File: config.mk
export PLATFORM = sky130hd
export DESIGN_NAME = p_mac_fmt
export DESIGN_NICKNAME = d
export VERILOG_FILES = /design/src/rtl/p_pkg.sv /design/src/rtl/p_blk_mask.sv /design/src/rtl/p_mac_fmt.sv
export SDC_FILE = /design/constraint.sdc
export NUM_CORES = 1
export LEC_CHECK = 0
export BUFFER_PORTS_ARGS = -buffer_cell sky130_fd_sc_hd__buf_2
export CAP_MARGIN = 20
export CORE_ASPECT_RATIO = 0.6
export CORE_MARGIN = 5
export CORE_UTILIZATION = 35
export DETAILED_ROUTE_END_ITERATION = 10
export GPL_TIMING_DRIVEN = 0
export PLACE_DENSITY_LB_ADDON = 0.25
export SETUP_SLACK_MARGIN = 0.15
export SYNTH_ARGS = -nofsm -noshare
export SYNTH_HDL_FRONTEND = slang
export SYNTH_HIERARCHICAL = 1
export SYNTH_SLANG_ARGS = --single-unit
File: constraint.sdc
create_clock -name i_clk -period 4.32 [get_ports i_clk]
set_clock_uncertainty 0.1 [all_clocks]
set_input_delay 0.432 -clock i_clk [delete_from_list [all_inputs] [get_ports i_clk]]
set_output_delay 0.432 -clock i_clk [all_outputs]
set_load 0.05 [all_outputs]
File: src/rtl/p_pkg.sv
// Shared definitions for the Poly1305 MAC-input formatter: FSM states, block geometry,
// tail-byte mask and length-block construction.
package p_pkg;

  localparam int BLK_BYTES = 16;
  localparam int BLK_W     = 8 * BLK_BYTES;

  typedef enum logic [2:0] {
    ST_IDLE,
    ST_FETCH,
    ST_START,
    ST_HOLD,
    ST_SEND,
    ST_DONE
  } state_e;

  // Byte k of the mask is 0xFF when k < n_bytes; n_bytes = 16 keeps the whole block.
  function automatic logic [BLK_W-1:0] byte_mask(input logic [4:0] n_bytes);
    logic [BLK_W-1:0] m;
    m = '0;
    for (int k = 0; k < BLK_BYTES; k++) begin
      if (5'(k) < n_bytes) m[8*k +: 8] = 8'hFF;
    end
    return m;
  endfunction

  function automatic logic [BLK_W-1:0] len_block(input logic [63:0] aad_bytes,
                                                 input logic [63:0] ct_bytes);
    return {ct_bytes, aad_bytes};
  endfunction

endpackage

File: src/rtl/p_blk_mask.sv
// Combinational tail masking: keeps the first min(rem_i, 16) bytes of a raw block.
module p_blk_mask import p_pkg::*; #(
  parameter int LEN_W = 32
) (
  input  logic [BLK_W-1:0] data_i,
  input  logic [LEN_W-1:0] rem_i,
  output logic [BLK_W-1:0] data_o
);

  logic [4:0] n_bytes;

  assign n_bytes = (rem_i >= LEN_W'(BLK_BYTES)) ? 5'(BLK_BYTES) : rem_i[4:0];
  assign data_o  = data_i & byte_mask(n_bytes);

endmodule

File: src/rtl/p_mac_fmt.sv
// Builds the RFC 8439 Poly1305 input stream (padded AAD, padded CT, length block) and
// hands it one 128-bit block at a time to the tag stage, prefetching one block ahead.
module p_mac_fmt import p_pkg::*; #(
  parameter int LEN_W = 32
) (
  input  logic             i_clk,
  input  logic             i_rstn,
  input  logic             i_start,
  input  logic [LEN_W-1:0] i_len_aad,
  input  logic [LEN_W-1:0] i_len_ct,
  output logic             o_rd_req,
  output logic             o_rd_sel,
  input  logic             i_rd_valid,
  input  logic [127:0]     i_rd_data,
  output logic             o_start,
  output logic [LEN_W-1:0] o_len_msg,
  input  logic             i_sig_req,
  output logic             o_sig_msg,
  output logic [127:0]     o_msg,
  output logic             o_busy,
  output logic             o_done
);

  localparam logic [LEN_W-1:0] BLK_L = LEN_W'(BLK_BYTES);
  localparam logic [LEN_W-1:0] PAD_L = LEN_W'(BLK_BYTES - 1);

  state_e           state_q;
  logic [LEN_W-1:0] len_aad_q, len_ct_q, len_msg_q;
  logic [LEN_W-1:0] aad_rem_q, ct_rem_q;
  logic             len_sent_q, first_q, rd_busy_q, rd_sel_q, pend_q;
  logic             rd_req_q, start_q, sig_msg_q, busy_q, done_q;
  logic [BLK_W-1:0] buf_q, msg_q;

  logic [LEN_W-1:0] len_msg_d, nxt_aad, nxt_ct, rd_rem, aad_rem_d, ct_rem_d;
  logic [BLK_W-1:0] masked, blk_d;
  logic             fetch_data, fetch_sel, fetch_done, more_blk;

  assign len_msg_d = ((i_len_aad + PAD_L) & ~PAD_L) + ((i_len_ct + PAD_L) & ~PAD_L) + BLK_L;

  assign rd_rem = rd_sel_q ? ct_rem_q : aad_rem_q;

  p_blk_mask #(.LEN_W(LEN_W)) u_blk_mask (
    .data_i (i_rd_data),
    .rem_i  (rd_rem),
    .data_o (masked)
  );

  // With no read outstanding in FETCH, both sections are exhausted: build the length block.
  assign blk_d      = rd_busy_q ? masked : len_block(64'(len_aad_q), 64'(len_ct_q));
  assign fetch_done = rd_busy_q ? i_rd_valid : 1'b1;

  assign aad_rem_d = (aad_rem_q > BLK_L) ? aad_rem_q - BLK_L : '0;
  assign ct_rem_d  = (ct_rem_q  > BLK_L) ? ct_rem_q  - BLK_L : '0;
  assign more_blk  = (aad_rem_q != '0) || (ct_rem_q != '0) || !len_sent_q;

  // The first fetch is decided from the lengths being latched, later ones from the remainders.
  assign nxt_aad = (state_q == ST_IDLE) ? i_len_aad : aad_rem_q;
  assign nxt_ct  = (state_q == ST_IDLE) ? i_len_ct  : ct_rem_q;

  always_comb begin
    // NOTE: every signal driven here gets a default first, so no path can infer a latch.
    fetch_data = 1'b0;
    fetch_sel  = 1'b0;
    if (nxt_aad != '0) begin
      fetch_data = 1'b1;
    end else if (nxt_ct != '0) begin
      fetch_data = 1'b1;
      fetch_sel  = 1'b1;
    end
  end

  always_ff @(posedge i_clk or negedge i_rstn) begin
    if (!i_rstn) begin
      // NOTE: buf_q/msg_q are plain flops, not a RAM, so they take the async clear too.
      state_q    <= ST_IDLE;
      len_aad_q  <= '0;
      len_ct_q   <= '0;
      len_msg_q  <= '0;
      aad_rem_q  <= '0;
      ct_rem_q   <= '0;
      len_sent_q <= 1'b0;
      first_q    <= 1'b0;
      rd_busy_q  <= 1'b0;
      rd_sel_q   <= 1'b0;
      pend_q     <= 1'b0;
      rd_req_q   <= 1'b0;
      start_q    <= 1'b0;
      sig_msg_q  <= 1'b0;
      busy_q     <= 1'b0;
      done_q     <= 1'b0;
      buf_q      <= '0;
      msg_q      <= '0;
    end else begin
      // NOTE: state uses non-blocking assignments so every read sees the pre-edge value.
      rd_req_q  <= 1'b0;
      start_q   <= 1'b0;
      sig_msg_q <= 1'b0;
      done_q    <= 1'b0;

      case (state_q)
        ST_IDLE: begin
          if (i_start) begin
            len_aad_q  <= i_len_aad;
            len_ct_q   <= i_len_ct;
            len_msg_q  <= len_msg_d;
            aad_rem_q  <= i_len_aad;
            ct_rem_q   <= i_len_ct;
            len_sent_q <= 1'b0;
            first_q    <= 1'b1;
            pend_q     <= 1'b0;
            busy_q     <= 1'b1;
            rd_req_q   <= fetch_data;
            rd_busy_q  <= fetch_data;
            rd_sel_q   <= fetch_sel;
            state_q    <= ST_FETCH;
          end
        end

        ST_FETCH: begin
          if (i_sig_req) pend_q <= 1'b1;
          if (fetch_done) begin
            buf_q <= blk_d;
            if (rd_busy_q) begin
              rd_busy_q <= 1'b0;
              if (rd_sel_q) ct_rem_q  <= ct_rem_d;
              else          aad_rem_q <= aad_rem_d;
            end else begin
              len_sent_q <= 1'b1;
            end
            if (first_q) begin
              first_q <= 1'b0;
              start_q <= 1'b1;
              msg_q   <= blk_d;
              state_q <= ST_START;
            end else if (pend_q || i_sig_req) begin
              pend_q    <= 1'b0;
              sig_msg_q <= 1'b1;
              msg_q     <= blk_d;
              state_q   <= ST_SEND;
            end else begin
              state_q <= ST_HOLD;
            end
          end
        end

        ST_HOLD: begin
          if (i_sig_req) begin
            sig_msg_q <= 1'b1;
            msg_q     <= buf_q;
            state_q   <= ST_SEND;
          end
        end

        ST_START, ST_SEND: begin
          if (state_q == ST_START && i_sig_req && more_blk) pend_q <= 1'b1;
          if (more_blk) begin
            rd_req_q  <= fetch_data;
            rd_busy_q <= fetch_data;
            rd_sel_q  <= fetch_sel;
            state_q   <= ST_FETCH;
          end else begin
            done_q  <= 1'b1;
            state_q <= ST_DONE;
          end
        end

        ST_DONE: begin
          busy_q  <= 1'b0;
          state_q <= ST_IDLE;
        end

        default: state_q <= ST_IDLE;
      endcase
    end
  end

  assign o_rd_req  = rd_req_q;
  assign o_rd_sel  = rd_sel_q;
  assign o_start   = start_q;
  assign o_len_msg = len_msg_q;
  assign o_sig_msg = sig_msg_q;
  assign o_msg     = msg_q;
  assign o_busy    = busy_q;
  assign o_done    = done_q;

endmodule

* Yosys cells after proc, flatten, opt, wreduce, memory -nomap -nowiden
Cells that the tools add are included.
** Word-level totals
- Register bits :: 429
- Output and inout bits :: 166
- Logic and storage cells :: 170
** Cells by class
- Add/sub/neg operators :: 6
- Magnitude comparators :: 19
- Equal/unequal tests :: 15
- Mux-type cells :: 82
- Bitwise logic cells :: 1
- Reduce and logical (&&, ||, !) cells :: 29
** Operator list (count)
- 128-bit 2-to-1 mux :: 5
- 32-bit 2-to-1 mux :: 13
- 128-bit case mux with 2 select lines :: 1
- 128-bit bitwise AND :: 1
- 8-bit 2-to-1 mux :: 16
- 32-bit case mux with 2 select lines :: 2
- 32-bit nonzero test :: 4
- 32-bit by 4-bit adder with 32-bit output (second input constant) :: 2
- 32-bit by 5-bit > comparator with 1-bit output (second input constant) :: 2
- 32-bit by 5-bit subtractor with 32-bit output (second input constant) :: 2
- 4-bit by 5-bit less-than comparator with 1-bit output (first input constant) :: 8
- 32-bit adder :: 1
- 32-bit by 5-bit adder with 32-bit output (second input constant) :: 1
- 32-bit by 5-bit >= comparator with 1-bit output (second input constant) :: 1
- 1-bit 2-to-1 mux :: 29
- 3-bit by 5-bit less-than comparator with 1-bit output (first input constant) :: 4
- 3-bit 2-to-1 mux :: 6
- 2-bit != test (second input constant) :: 9
- 1-bit case mux with 2 select lines :: 6
- 3-bit case mux with 4 select lines :: 1
- 3-bit AND reduction :: 4
- 4-bit AND reduction :: 3
- 1-bit by 5-bit less-than comparator with 1-bit output (first input constant) :: 2
- 2-bit by 5-bit less-than comparator with 1-bit output (first input constant) :: 2
- 15 further kinds :: 27

* Logic depth before layout (Yosys ltp)
Gate-level depths: netlist of the first run.
- Depth after elaboration :: 11
- Mapped depth :: 18
- Gate-level depth less buffers :: 17

* Cells and area by module
Netlist of the first run, hierarchy kept.
** By module, submodules not included
- p_mac_fmt :: instances 1, cells an instance 2606, area an instance 22044.9 µm², seq. area each 10635.2 µm²
- p_blk_mask :: instances 1, cells an instance 295, area an instance 1540.2 µm², seq. area each 0.0 µm²

* Worst setup path after synthesis of the first run
OpenSTA, ideal clock, no wires.
- Kind :: input -> register
- Start :: input i_len_aad[5]
- End :: register len_msg_q[26], in the netlist o_len_msg[26]
- Arrival :: 4.008 ns
- Data required time :: 4.094 ns
- Setup slack :: 0.086 ns
- Cell stages on the path :: 14
- Path through :: clkbuf_1 -> nand4_1 -> nor4_1 -> nand4_1 -> nor2_1 -> xnor2_1 -> ha_1 -> ha_1 -> nand2_1 -> or3_1 -> o221ai_1 -> a21o_1 -> a21oi_1 -> o32a_1
** On the way
- Word-level cells in the longest chain between the ends :: 3
** Ends and longest elaborated chain
- from (decl) :: RTL line p_mac_fmt.sv:9 : input logic [LEN_W-1:0] i_len_aad,
- 32-bit by 4-bit adder with 32-bit output :: RTL line p_mac_fmt.sv:38 : assign len_msg_d = ((i_len_aad + PAD_L) & ~PAD_L) + ((i_len_ct + PAD_L) & ~PAD_L) + BLK_L;
- 32-bit adder :: RTL line p_mac_fmt.sv:38
- 32-bit by 5-bit adder with 32-bit output :: RTL line p_mac_fmt.sv:38
- to (signal assigned) :: RTL line p_mac_fmt.sv:105 : len_msg_q <= len_msg_d;
- to (decl) :: RTL line p_mac_fmt.sv:28 : logic [LEN_W-1:0] len_aad_q, len_ct_q, len_msg_q;
No other way between the ends.
A chain may end at the register's enable or synchronous reset.

* Worst setup path after layout of the first run
- Start :: input i_len_aad[3]
- End :: register len_msg_q[26], in the netlist o_len_msg[26]
Same word-level chain as after synthesis.

==> results of run 1 <==
[placed cells by master, fill, tap and decap left out, types with 16 or more instances in the layout]
master     Yosys  final
clkbuf_2       1     19
xnor2_1       50     44
nand4_1       19     19
dfrtp_1      425    425
clkbuf_16      0     47
nor4_1        38     33
nor3_1        44     41
buf_4          5     16
xor2_1        25     23
nor2_1       145    142
ha_1          57     57
o21ai_0      418    417
clkbuf_1     170    158
o21ai_1       43     43
a31oi_1      124    123
a21oi_1      139    138
inv_1        143    143
buf_2         17    358
mux2_2        24     24
mux2i_1       66     66
a21boi_0      17     17
nand3_1       37     37
nand2_1      698    697
[how the worst min path moves through the flow]
| stage | startpoint | to | slack (ps) | cells past startpoint |
|---|---|---|---|---|
| 4_1_cts | i_len_ct[31] | len_ct_q[31] | 3 | 3 |
| 2_1_floorplan | i_rstn | aad_rem_q[0] | 40 | 0 |
| 6_report | i_sig_req | state_q[1] | 40 | 2 |
| 3_5_place_dp | i_rstn | o_len_msg[20] | 170 | 1 |
| 5_1_grt | i_len_ct[22] | len_ct_q[22] | 30 | 3 |
| 3_3_place_gp | buf_q[80] | buf_q[80] | 360 | 2 |
[cells in the mapped netlist (24+ instances only)]
cell      count
a21oi_1     139
a31oi_1     124
clkbuf_1    170
dfrtp_1     425
ha_1         57
inv_1       143
mux2_2       24
mux2i_1      66
nand2_1     698
nand3_1      37
nor2_1      145
nor3_1       44
nor4_1       38
o21ai_0     418
o21ai_1      43
xnor2_1      50
xor2_1       25
[logic make-up after synthesis]
group / count (synthesis)
AND/OR/NAND/NOR: 1053
other: 1
buffers and inverters: 356
adder cells (fa/ha/maj): 58
XOR/XNOR: 76
flip-flops: 425
multiplexers: 90
AO/OA/AOI/OAI: 842
[cell type report]
type                    instances  area [um2]  area share (%)
flip-flops and latches        425       10600            37.2
clock inverters                17         235           0.822
well taps                     900        1130            3.94
inverters                     143         537            1.88
diodes                          5        12.5          0.0437
plain buffers                 213         921            3.22
clock buffers                  69        1390            4.85
repair buffers                364        2000            6.99
multi-input cells            2123       11800            41.1
[per-stage QoR]
stage | setup WS [ps] | TNS (ps)
after global placement | -6560 | -2823070
after CTS | 161 | 0
after global routing | 5.59 | 0
final | 166 | 0
after floorplan | 169 | 0
after detailed placement | -1140 | -78370
[metal layers]
metal	vias up	track usage, %
li1	10800	-
met1	11200	39.4
met2	1049	33.6
met3	123	9.46
met4	0	5.90
met5	-	0
[where the power goes]
part,internal (W),total [W],switching (W)
registers,0.00576,0.00703,0.00127
logic,0.00312,0.0118,0.00872
clock network,0.00253,0.00435,0.00181
total,0.0114,0.0232,0.0118
[worst max-delay path, delay by kind of cell]
kind / cells / cell delay, ps
simple gates: 6 / 1690
compound gates: 4 / 840
fa+ha+maj: 2 / 680
buf+inv: 2 / 480
xor+xnor: 1 / 390
[flip-flops by register name, summed over array words and instances (netlist names)]
signal      flops
len_ct_q       32
len_sent_q      1
o_rd_req        1
ct_rem_q       32
o_done          1
o_busy          1
rd_busy_q       1
state_q         3
pend_q          1
first_q         1
buf_q         128
o_len_msg      28
o_start         1
o_rd_sel        1
len_aad_q      32
o_sig_msg       1
aad_rem_q      32
o_msg         128
[timing repair]
action                                  CTS  global route
endpoints found under the setup margin  243           102
hold buffers                              5             0
resized for setup                        26            37
pin swaps                                 3             5
endpoints found under the hold margin   126             0
setup buffers                             4             5
==> metrics.cfg, run 1 <==
[run_status]
status=finished clean

[synth]
ys_seq_elements=425
synth_area_leaders=dfrtp_1 45%, nand2_1 11%, o21ai_0 8.9%
synth-adder-area-share_pct=3.11
synth.avg_cell_area_um2=8.13
synth_area_um2=23600
muxShareOfSynthArea_pct=3.95
yosysWarnings=6
netlist_instances=2901
yosysSeqAreaShare_pct=45.1
synthFlopType=dfrtp_1
async_flop_share_pct=100
synth.distinct_cells=71
synth_compound_area_share_pct=20.0
yosysTopAreaCellShare_pct=45.1
synth_top_family_by_area=compound AO/OA/AOI/OAI gates
yosys.area.top_type=dfrtp_1
synthSimpleGateAreaFrac_pct=18.9
synth-xor-area-share_pct=2.88
synth_edf_count=0

[drt]
totalWireLength_um=97100
m1WireLength_um=46700
top_layer=met4
avgRoutedWirePerCell_um=22.8
drtIter0Drc=2693
drc=0
wl_met2_um=36800
ant_nets=0
firstDrtPassIters=5
vias_per_cell=5.45
vias=23200
met3_length_um=11500

[layout]
post-route-util_pct=43.0
fillers=6923
stdcell_area_um2=28600
area_growth_pct=21.3
nets=3571
fin_cells=4259
final_layout_size_suffix_gt1_share_pct=16.3

[setup_path]
reg2regPathDepth=11
cp-end-kind=flop
regToRegStartpoint=o_rd_sel
critPathLaunch=i_len_aad[3]
path_cells=buf_2 -> nor4_4 -> clkdlybuf4s18_2 -> nor4_4 -> nand4_1 -> nor2_1 -> xor2_2 -> ha_1 -> ha_1 -> nand2_1 -> or3_1 -> o221ai_4 -> a21o_1 -> a21oi_1 -> o32a_1
path_max_fanout=5
worstReg2RegEnd=o_msg[83]
r2r_slack_ps=330
worstSetupPathType=input pin to flop
cp-start-kind=input pin
cpMaxStageDelayCell=or3_1
crit_arrival_ps=4540
critPathMaxStageDelay_ps=460
required_ps=4700
cp-endpoint=o_len_msg[26]

[floorplanning]
die_h_um=211
start_util_pct=35.5
die_x_um=345
dieArea_um2=72800
io_pins=363
rows=73
core_area_um2=66500

[worst_hold_path]
hold_path.class=input pin to flop

[timing]
max_slew_margin_pct=18.6
whs_ps=42.3
fmax_mhz=241
drv_slew=0
post-route-min-period_ps=4150
finalSetupViolCount=0
rsz0062_at_grt=yes
tightest_slew_ps=1220
min_period_over_period_pct=96.2
hold_viol=0

[pwr]
power.leakage_nw=13.9
power_per_cell_area_nw_per_um2=812
total_power_w=0.0232
ir_drop_v=0.000411

[placement]
hpwlAfterDp_um=74900
dp.cells=4153
io_buffers=341
place_area_um2=26600
place.gp.congestion=0.992

[clock_tree]
cts_made_buffers=46
clock-root-buffer=clkbuf_16
clock_sinks=425
clock_latency_ps=610
clk_path_buf_depth=3
ctsHtreeMaxLevel=2
clk_pin_slew_ps=60
cts_tree=built

[grt]
grt_max_degree=116
grt_pass1_vias=21800
antenna_found_initial=4
grt_pass1_wl_um=143000
grt.total_usage_pct=25.7
overflow=0

[run]
cap_violations=0

Note: power is estimated with default switching activity, not from simulation.
==> run 2, diff against run 1 <==
--- a/config.mk
+++ b/config.mk
@@ -8,11 +8,10 @@
 export BUFFER_PORTS_ARGS = -buffer_cell sky130_fd_sc_hd__buf_2
 export CAP_MARGIN = 20
 export CORE_ASPECT_RATIO = 0.6
-export CORE_MARGIN = 5
 export CORE_UTILIZATION = 35
 export DETAILED_ROUTE_END_ITERATION = 10
 export GPL_TIMING_DRIVEN = 0
-export PLACE_DENSITY_LB_ADDON = 0.25
+export PLACE_DENSITY_LB_ADDON = 0.15
 export SETUP_SLACK_MARGIN = 0.15
 export SYNTH_ARGS = -nofsm -noshare
 export SYNTH_HDL_FRONTEND = slang
==> constraint.sdc (replaced) <==
create_clock -name i_clk -period 4 [get_ports i_clk]
set_clock_uncertainty 0.1 [all_clocks]
set_input_delay 0.4 -clock i_clk [delete_from_list [all_inputs] [get_ports i_clk]]
set_output_delay 0.4 -clock i_clk [all_outputs]
set_load 0.05 [all_outputs]
==> metrics.cfg, run 2 (same netlist as run 1, synthesis figures left out) <==
[run_status]
status=finished clean

[timing]
fmax_mhz=262
finalSetupViolCount=0  ; unchanged
hold_viol=0  ; unchanged
max_slew_margin_pct=18.9  ; +0.36 points
whs_ps=29.0  ; -13.3 ps
post-route-min-period_ps=3820
tightest_slew_ps=1220  ; -5.34 ps
fin_setup_tns_ps=0  ; unchanged
setup_ws_ps=184  ; +17.7 ps
rsz0062_at_grt=yes
min_period_over_period_pct=95.4
drv_slew=0  ; unchanged

[grt]
grt_pass1_vias=21800  ; +0.064%
overflow=0  ; unchanged
grt_pass1_wl_um=144000  ; +0.68%
grt.total_usage_pct=28.3  ; +2.7 points
grt_max_degree=110  ; -5.2%
antenna_found_initial=3  ; -1

[setup_path]
path_cells=clkbuf_2 -> nand4_1 -> nor4_4 -> nand4_1 -> nor2_2 -> nand3_2 -> xnor2_4 -> ha_1 -> ha_1 -> and3_1 -> nand2b_1 -> nor2b_2 -> a21oi_1 -> or3_1 -> a31o_2
cp_top_family=simple AND/OR/NAND/NOR gates
path_buf_inv=1  ; -1
path_max_fanout=7  ; +2
critPathLaunch=i_len_aad[8]
worstSetupPathType=input pin to flop
regToRegStartpoint=o_rd_sel
cp-start-kind=input pin
cpMaxStageDelayCell=ha_1
cp-end-kind=flop
crit_arrival_ps=4230  ; -310 ps
critPathMaxStageDelay_ps=390  ; -70 ps
required_ps=4420  ; -280 ps

[clock_tree]
clock_latency_ps=630  ; +20 ps
cts_tree=built
clock-root-buffer=clkbuf_16
clk_path_buf_depth=3  ; unchanged
ctsHtreeMaxLevel=2  ; unchanged
clock_sinks=425  ; unchanged
clk_pin_slew_ps=70  ; about the same
cts_made_buffers=47  ; +2.2%

[floorplanning]
io_pins=363  ; unchanged
core_area_um2=66400  ; -0.14%
rows=73  ; unchanged
dieArea_um2=68500  ; -6.0%
start_util_pct=35.5  ; +0.049 points
die_x_um=337  ; -2.3%
die_h_um=203  ; -3.8%

[placement]
place.gp.congestion=0.964  ; -2.9%
place_area_um2=26700  ; +0.26%
hpwlAfterDp_um=76600  ; +2.3%
pre_cts_ws_ps=-1080  ; +64.2 ps
io_buffers=341  ; unchanged

[drt]
vias_per_cell=5.53  ; +1.3%
ant_nets=0  ; unchanged
totalWireLength_um=98900  ; +1.9%
drc=0  ; unchanged
avgRoutedWirePerCell_um=23.2  ; +1.6%
vias=23600  ; +1.6%
firstDrtPassIters=7  ; +2
drtIter0Drc=2509  ; -6.8%

[pwr]
p_sw_share_pct=51.4  ; +0.58 points
pwr-share-clk_pct=18.1  ; -0.6 points
p_int_w=0.0122  ; +6.9%
comb_power_share_pct=51.4  ; +0.4 points
power_per_cell_area_nw_per_um2=868  ; +7.0%
power.leakage_nw=14.0  ; +1.0%
ir_drop_v=0.000374  ; -9.0%
p_seq_share_pct=30.4  ; about the same
p_switching_w=0.0129  ; +9.5%
total_power_w=0.0251  ; +8.2%

[worst_hold_path]
min-delay-start=i_rd_data[104]
hold_path.class=input pin to flop

[layout]
final_layout_size_suffix_gt1_share_pct=17.5  ; +1.2 points
final_common_cell=nand2_1
mostFrequentLayoutCells=695 x nand2_1, 425 x dfrtp_1, 415 x o21ai_0, 350 x buf_2, 146 x clkbuf_1
stdcell_area_um2=28900  ; +1.2%
nets=3586  ; +0.42%
area_growth_pct=22.7

[run]
cap_violations=0  ; unchanged

==> run 2: layer usage <==
layer,track usage [%],share of wire [%],vias up,wire length [um]
li1,-,-,10800,-
met1,44.6,49,11700,48700
met2,37.9,39,953,38800
met3,7.19,9.5,115,9380
met4,6.23,2.0,0,1980
met5,0,0,-,0
==> run 2: tightest hold or removal path, stage by stage <==
cell and delay [ps]:
buf_2 100, inv_1 40, a31oi_1 30, nand2_1 70
o21ai_0 70
==> run 2: stage by stage <==
stage | std cells | util [%]
4_1_cts | 4263 | 43.0
6_report | 4270 | 43.6
3_5_place_dp | 4153 | 40.2
3_3_place_gp | 4145 | 39.9
5_1_grt | 4269 | 43.6
2_1_floorplan | 2904 | -
==> run 2: path summary, 6_finish.rpt <==
| check | to | slack, ps | depth (start not counted) |
|---|---|---|---|
| max | o_len_msg[27] | 180 | 15 |
| min | buf_q[104] | 30 | 5 |
| max reg2reg | o_msg[10] | 280 | 13 |
| min reg2reg | o_msg[60] | 380 | 2 |
| max in group asynchronous | buf_q[122] | 1670 | 5 |
| min in group asynchronous | o_len_msg[28] | 310 | 2 |
==> run 2: power groups by stage <==
stage,clock network [W],registers (W),logic [W]
2_1_floorplan,0,0.00948,0.00626
3_3_place_gp,0,0.00760,0.0124
3_5_place_dp,0,0.00766,0.0126
4_1_cts,0.00463,0.00759,0.0127
5_1_grt,0.00481,0.00784,0.0141
6_report,0.00456,0.00765,0.0129
==> run 2: what timing repair did <==
item / in CTS / in global routing
endpoints found under the setup margin: 269 / 105
resized for setup: 33 / 87
setup buffers: 6 / 5
cloned: 0 / 0
hold buffers: 17 / 0
hold endpoints to repair: 111 / 0
pin swaps: 6 / 15
==> run 2: cell type report <==
type / instances / area [um2]
fill: 6784 / 37500
multi-input combinational: 2123 / 12000
sequential: 425 / 10600
timing repair buffer: 378 / 2150
clock buffer: 62 / 1330
tap: 900 / 1130
buffer: 213 / 943
inverter: 143 / 537
clock inverter: 25 / 245
antenna: 1 / 2.50
